==> config.mk <==
export PLATFORM = sky130hd
export DESIGN_NAME = flow_stat_ctr
export DESIGN_NICKNAME = d
export VERILOG_FILES = /design/src/rtl/flow_stat_ctr.sv
export SDC_FILE = /design/constraint.sdc
export NUM_CORES = 1
export LEC_CHECK = 0
export BUFFER_PORTS_ARGS = -buffer_cell sky130_fd_sc_hd__clkbuf_2
export CORE_MARGIN = 10
export CORE_UTILIZATION = 45
export CTS_CLUSTER_DIAMETER = 60
export CTS_CLUSTER_SIZE = 14
export DETAILED_ROUTE_END_ITERATION = 10
export MAX_ROUTING_LAYER = met4
export SYNTH_ARGS = -nofsm -noshare
export SYNTH_HDL_FRONTEND = slang
export SYNTH_SLANG_ARGS = --single-unit
==> constraint.sdc <==
create_clock -name clk -period 9.1 [get_ports clk]
set_clock_uncertainty 0.2 [all_clocks]
set_input_delay 2.73 -clock clk [delete_from_list [all_inputs] [get_ports clk]]
set_output_delay 2.73 -clock clk [all_outputs]
set_load 0.02 [all_outputs]
==> src/rtl/flow_stat_ctr.sv <==
// flow_stat_ctr: per-flow byte/packet statistics table.
// Each table entry holds {bytes, pkts, sat}. After reset, an INIT sweep zeroes one
// entry per cycle. The block then enters RUN and accepts one update per cycle.
// Reads return their result two cycles later. A read can optionally clear the entry.
// Optional feature macro: FLOW_STAT_SAT_EN. When it is defined, the counters saturate
// and the sticky sat flag is kept. When it is undefined, the counters wrap and rd_sat is 0.
module flow_stat_ctr #(
   parameter int FLOW_W = 3,
   parameter int SIZE_W = 16,
   parameter int BYTE_W = 32,
   parameter int PKT_W  = 24
) (
   input  logic              clk,
   input  logic              rst,
   input  logic              upd_ena,
   input  logic [FLOW_W-1:0] upd_flow,
   input  logic [SIZE_W-1:0] upd_size,
   input  logic              rd_stb,
   input  logic [FLOW_W-1:0] rd_flow,
   input  logic              rd_clr,
   output logic              rd_val,
   output logic [BYTE_W-1:0] rd_bytes,
   output logic [PKT_W-1:0]  rd_pkts,
   output logic              rd_sat,
   output logic              init_done
);

   localparam int NFLOW = 2**FLOW_W;

   typedef enum logic {INIT, RUN} state_t;

   state_t            state;
   logic [FLOW_W-1:0] sweep_ptr;

   logic [BYTE_W-1:0] byte_tab [NFLOW];
   logic [PKT_W-1:0]  pkt_tab  [NFLOW];
   logic [NFLOW-1:0]  sat_tab;

   logic              run;
   logic              upd_go;
   logic              rd_go;
   logic              hit;

   logic [BYTE_W-1:0] byte_new;
   logic [PKT_W-1:0]  pkt_new;
   logic              sat_new;

   logic [BYTE_W-1:0] snap_bytes;
   logic [PKT_W-1:0]  snap_pkts;
   logic              snap_sat;

   logic              s1_val;
   logic [BYTE_W-1:0] s1_bytes;
   logic [PKT_W-1:0]  s1_pkts;
   logic              s1_sat;

   assign run    = (state == RUN);
   assign upd_go = upd_ena & run;
   assign rd_go  = rd_stb & run;
   assign hit    = upd_go && (upd_flow == rd_flow);

`ifdef FLOW_STAT_SAT_EN
   logic [BYTE_W:0] byte_sum;
   logic [PKT_W:0]  pkt_sum;

   // Compute the updated entry value; a carry out pins the counter at all-ones and sets sat.
   always_comb begin
      byte_sum = {1'b0, byte_tab[upd_flow]} + (BYTE_W+1)'(upd_size);
      pkt_sum  = {1'b0, pkt_tab[upd_flow]} + (PKT_W+1)'(1);
      byte_new = byte_sum[BYTE_W] ? '1 : byte_sum[BYTE_W-1:0];
      pkt_new  = pkt_sum[PKT_W] ? '1 : pkt_sum[PKT_W-1:0];
      sat_new  = sat_tab[upd_flow] | byte_sum[BYTE_W] | pkt_sum[PKT_W];
   end
`else
   // Compute the updated entry value; both counters wrap and sat never sets.
   always_comb begin
      byte_new = byte_tab[upd_flow] + BYTE_W'(upd_size);
      pkt_new  = pkt_tab[upd_flow] + PKT_W'(1);
      sat_new  = 1'b0;
   end
`endif

   // Read snapshot forwards a same-cycle update to the same flow so it is included.
   always_comb begin
      snap_bytes = byte_tab[rd_flow];
      snap_pkts  = pkt_tab[rd_flow];
      snap_sat   = sat_tab[rd_flow];
      if (hit) begin
         snap_bytes = byte_new;
         snap_pkts  = pkt_new;
         snap_sat   = sat_new;
      end
   end

   // Table writes: the INIT sweep zeroes entries, and RUN applies updates; a read-clear wins over a same-flow update.
   always_ff @(posedge clk) begin
      if (!run) begin
         byte_tab[sweep_ptr] <= '0;
         pkt_tab[sweep_ptr]  <= '0;
         sat_tab[sweep_ptr]  <= 1'b0;
      end else begin
         if (upd_go) begin
            byte_tab[upd_flow] <= byte_new;
            pkt_tab[upd_flow]  <= pkt_new;
            sat_tab[upd_flow]  <= sat_new;
         end
         if (rd_go && rd_clr) begin
            byte_tab[rd_flow] <= '0;
            pkt_tab[rd_flow]  <= '0;
            sat_tab[rd_flow]  <= 1'b0;
         end
      end
   end

   // INIT/RUN sequencer: the sweep pointer walks every entry once, then init_done rises.
   always_ff @(posedge clk or posedge rst) begin
      if (rst) begin
         state     <= INIT;
         sweep_ptr <= '0;
         init_done <= 1'b0;
      end else begin
         case (state)
            INIT: begin
               sweep_ptr <= sweep_ptr + FLOW_W'(1);
               if (sweep_ptr == FLOW_W'(NFLOW-1)) begin
                  state     <= RUN;
                  init_done <= 1'b1;
               end
            end
            RUN: begin
               init_done <= 1'b1;
            end
            default: begin
               state     <= INIT;
               sweep_ptr <= '0;
               init_done <= 1'b0;
            end
         endcase
      end
   end

   // Two-stage read response pipeline; the outputs are zero whenever no response is valid.
   always_ff @(posedge clk or posedge rst) begin
      if (rst) begin
         s1_val   <= 1'b0;
         s1_bytes <= '0;
         s1_pkts  <= '0;
         s1_sat   <= 1'b0;
         rd_val   <= 1'b0;
         rd_bytes <= '0;
         rd_pkts  <= '0;
         rd_sat   <= 1'b0;
      end else begin
         s1_val   <= rd_go;
         s1_bytes <= snap_bytes;
         s1_pkts  <= snap_pkts;
         s1_sat   <= snap_sat;
         rd_val   <= s1_val;
         rd_bytes <= s1_val ? s1_bytes : '0;
         rd_pkts  <= s1_val ? s1_pkts : '0;
         rd_sat   <= s1_val ? s1_sat : 1'b0;
      end
   end

endmodule

# --- Yosys cells after proc, flatten, opt, wreduce, memory -nomap -nowiden ---
# Memories as Yosys holds them, arrays and structs flattened. A register that Yosys moved wholly into a read port is not among the register bits.
# Cells that the tools add are included.
totals:
  word_cells: 83
  inputBits: 27
  register_bits: 131
  ram_bits: 448
  output_inout_bits: 59
  n_memories: 2
memory_table:
  columns: ["memory", "words", "word_bits", "rd", "rd_ports_with_merged_regs", "write_ports", "line", "rtl"]
  rows:
  - ["byte_tab", 8, 32, 2, 1, 2, "35", "logic [BYTE_W-1:0] byte_tab [NFLOW];"]
  - ["pkt_tab", 8, 24, 2, 1, 2, "36", "logic [PKT_W-1:0] pkt_tab [NFLOW];"]
op_classes:
  n_eq_ne: 5
  n_lt_le_gt_ge: 6
  reduce_logical: 7
  bitwise: 11
  mux: 35
  addsub: 3
ops:
  columns: ["op", "n"]
  rows:
  - ["32-bit two-way mux", 3]
  - ["24-bit two-way mux", 3]
  - ["32-bit by 16-bit adder with 32-bit output", 1]
  - ["8-bit two-way mux", 4]
  - ["32-bit OR reduction", 1]
  - ["24-bit by 1-bit adder with 24-bit output, second input constant", 1]
  - ["8-bit AND", 3]
  - ["8-bit inverter", 3]
  - ["24-bit OR reduction", 1]
  - ["1-bit two-way mux", 18]
  - ["3-bit by 4-bit less-than comparator with 1-bit output, second input constant", 3]
  - ["1-bit demux with 3-bit select", 3]
  - ["3-bit == test", 3]
  - ["3-bit by 1-bit >= comparator with 1-bit output, second input constant", 3]
  - ["3-bit two-way mux", 2]
  - ["1-bit logical AND", 5]
  - ["1-bit AND", 4]
  - ["3-bit by 1-bit adder with 3-bit output, second input constant", 1]
  - ["1-bit binary-select mux with 3-bit select", 1]
  - ["3-bit == test, second input constant", 1]
  - ["2-bit inequality test, second input constant", 1]
  - ["1-bit one-hot mux with 2 select lines", 1]
  - ["1-bit inverter", 1]

# --- Logic depth before layout (Yosys ltp) ---
logic_depth:
  depth_word: 11
  depth_mapped: 19

# --- Worst setup path after synthesis ---
# OpenSTA, ideal clock, no wires.
synth_timing:
  kind: "input -> register"
  startpoint: "input upd_flow[0]"
  endpoint: "memory byte_tab[0][22]"
  path_slack_ns: 1.066
  arrival_ns: 7.774
  setup_time_ns: 0.060
  required_time_ns: 8.840
  stages: 18
  cell_sequence: "buf_4 > buf_8 > buf_4 > buf_4 > buf_4 > buf_2 > buf_2 > mux4_2 > mux2_2 > ha_1 > fa_1 > a211oi_1 > o21bai_1 > a21o_1 > a221oi_2 > nor2_1 > xnor2_1 > a22o_1"
synth_lines:
  columns: ["item", "line", "rtl"]
  rows:
  - ["start: declaration", "16", "input logic [FLOW_W-1:0] upd_flow,"]
  - ["end: declaration", "35", null]

==> summary.md <==
| Metric | Value |
|---|---|
| Result of the run | finished clean |
| Number of post-CTS setup repair buffers | 0 |
| Most used flip-flop cell after synthesis | dfxtp_1 |
| Final hold violations | 0 |
| PostCTS Resize Cnt | 0 |
| Die area | 71800 µm² |
| Number of antenna violations at the first check in global routing | 1 |
| Largest net degree at the start of global routing | 76 |
| Area growth, synth to finish | 10.5% |
| Power density over the cells | 224 nW/µm² |
| Number of DRC violations after detailed-routing iteration 0 | 3152 |
| I/O pin cnt | 86 |
| Depth of the worst hold-timing path | 2 |
| Clock slew at reported path FFs | 0.07 ns |
| Worst VDD drop | 0.183 mV |
| Hold slack final | 0.268 ns |
| Cell area after technology mapping | 27600 µm² |
| Worst Reg2Reg Path Length in Cells | 11 |
| NumNets Final | 2670 |
| Number of optimization iterations in the first detailed-route pass | 6 |
| Max-slew violations | 0 |
| Start point of the critical path | upd_flow[0] |
| Max Freq | 143 MHz |
| Syn nets | 2683 |
| Vert. Die Dim | 268 µm |
| Register bit count reported by yosys | 634 |
| Max FO, Critical Path | 47 |
| Unrepaired setup endpoints after global routing | false |
| Worst slew margin relative to its limit | 0.108 |
| Type of the most critical hold path | reg2reg |
| Final GP Congestion | 0.929 |
| Vias per cell | 6.65 |
| Deepest clock path buffer count | 3 |
| Synthesized area per cell | 10.5 µm² |
| Synth warnings | 0 |
| Gate count after technology mapping | 2636 |
| Reg2reg setup slack | 4.62 ns |
| Number of buffers inserted during clock tree synthesis | 55 |
| Total Negative Setup Slacks | 0 ns |
| Number of flops mapped to enable cells by yosys | 0 |
| Number of hold buffers added after cts | 0 |
| Kind of end point of the critical path | flop |
| Worst skew pair latency | 0.64 ns |
| Final setup fails | 0 |
| Global-route wire length before repair | 146000 µm |
| Total number of vias | 22926 |
| Path type of the worst setup path | in2reg |
| GRT overflow | 0 |
| CP Launch Type | input port |
| Proportion of netlist area held by the largest area contributor | 0.371 |
| Top post-synthesis cells by count | 512 x dfxtp_1, 289 x nand2_1, 261 x a22oi_1 |
| Final worst path period share | 0.768 |
| Number of violations of the max-capacitance limit | 0 |
| Cell types occupying the most area after synthesis | dfxtp_1 37%, dfrtp_1 11%, mux4_2 8.7% |
| Detail Route Antenna Nets | 0 |
| Horizontal die dimension | 268 µm |
| Count of different cell masters after synthesis | 77 |
| CTS tree | done |
| Worst Path Required | 9.48 ns |
| Level count of the clock H-tree | 2 |
| DP HPWL | 56100 µm |
| Arr. time, crit path | 7.36 ns |
| Final WL | 97800 µm |
| Number of global-route vias before repair | 22559 |
| Cell with the most instances after synthesis | dfxtp_1 |
| Source of the worst register-to-register timing path | byte_tab[7][0] |
| Wire length per cell | 28.4 µm |
| Min Clock Period, post-route | 6.99 ns |
| Leak | 0.0117 µW |
| Number of rows created at floorplan | 90 |
| Core occupancy in the finished layout | 0.504 |
| Number of sinks handled by clock tree synthesis | 634 |
| GRT Overall Usage | 0.274 |
| # DRC | 0 |
| Ratio of cells with drive above 1 in the final layout | 0.162 |
| Fraction of registers with async set/reset | 0.192 |
| Measured slew at the worst slew-check pin | 1.34 ns |
| Register area share after synthesis | 0.481 |
| Placeable core region | 60600 µm² |
| Starting utilization of the core area | 0.456 |
| Cell accounting for the most synthesized area | dfxtp_1 |
| Beginning of the worst hold path | pkt_tab[5][17] |
| Total of buffers placed on input and output ports | 85 |
| Cell at the root of the clock tree | clkbuf_16 |
[critical path, stage by stage]
cell and delay (ns):
buf_6 0.53, mux4_2 0.59, mux2_2 0.30, ha_1 0.23
fa_1 0.44, a211oi_1 0.29, o21bai_1 0.16, a2111oi_0 0.97
o31ai_1 0.18, a21oi_1 0.22, xnor2_1 0.38, a22o_1 0.24
[cells by family after synthesis]
family / count (synthesis) / share of synthesized area
multiplexers: 230 / 0.134
XOR/XNOR: 50 / 0.0176
flip-flops: 634 / 0.481
buffers and inverters: 237 / 0.0354
AO/OA/AOI/OAI: 784 / 0.205
adder cells (fa/ha/maj): 20 / 0.00932
AND/OR/NAND/NOR: 681 / 0.117
[stage by stage]
step	area, µm²	setup WS [ns]	instances	power, µW
6_report	30600	2.11	3447	6840
5_1_grt	30600	1.86	3446	7080
4_1_cts	30600	2.23	3446	6830
3_5_place_dp	28800	1.60	3348	4520
3_3_place_gp	28800	1.68	3348	4490
2_1_floorplan	27600	1.07	2636	4130
[layout by cell type (no fill, tap or decap), drive strengths merged, types with 7 or more instances in the layout]
master    n
mux4    109
nor2b    57
mux2i    92
ha       19
nand4    64
inv      25
o21ai    76
nor3     24
buf      61
xor2     15
a22oi   261
nor2    141
and3     13
a211oi   15
dfxtp   512
xnor2    35
a21oi   143
mux2     29
and2     23
dfrtp   122
nand3    36
clkinv    7
a31oi    13
o31ai    10
nand2   289
a31o      8
clkbuf  168
a22o    210
a21o     10
[final cells by class]
cell class / count / area [µm²]
multi-input cells: 1765 / 13600
clock inverters: 13 / 150
diodes: 1 / 2.50
repair buffers: 144 / 890
clock buffers: 85 / 1560
flip-flops and latches: 634 / 13300
fillers: 5477 / 30000
well taps: 782 / 978
inverters: 23 / 91.3
[where the power goes]
part           switching [µW]  internal [µW]  total (µW)  leakage [µW]
sequential                213           3100        3310       0.00583
clock                    1090           1240        2330      0.000823
combinational             729            460        1190       0.00503
total                    2030           4800        6840        0.0117
[worst paths after layout]
kind	endpoint
min	pkt_tab[5][17]
min reg2reg	pkt_tab[5][17]
max in group asynchronous	s1_val
max	byte_tab[1][12]
min in group asynchronous	rd_pkts[11]
max reg2reg	byte_tab[1][12]
[layer usage]
layer  vias to the layer above  part of all wire  GRT usage
met5                         -                 0          -
met4                         0             0.033     0.0947
met3                       256              0.11     0.0536
met2                      1456              0.45      0.418
met1                     11358              0.41      0.361
li1                       9856                 -          -
(Power assumes the default switching activity.)
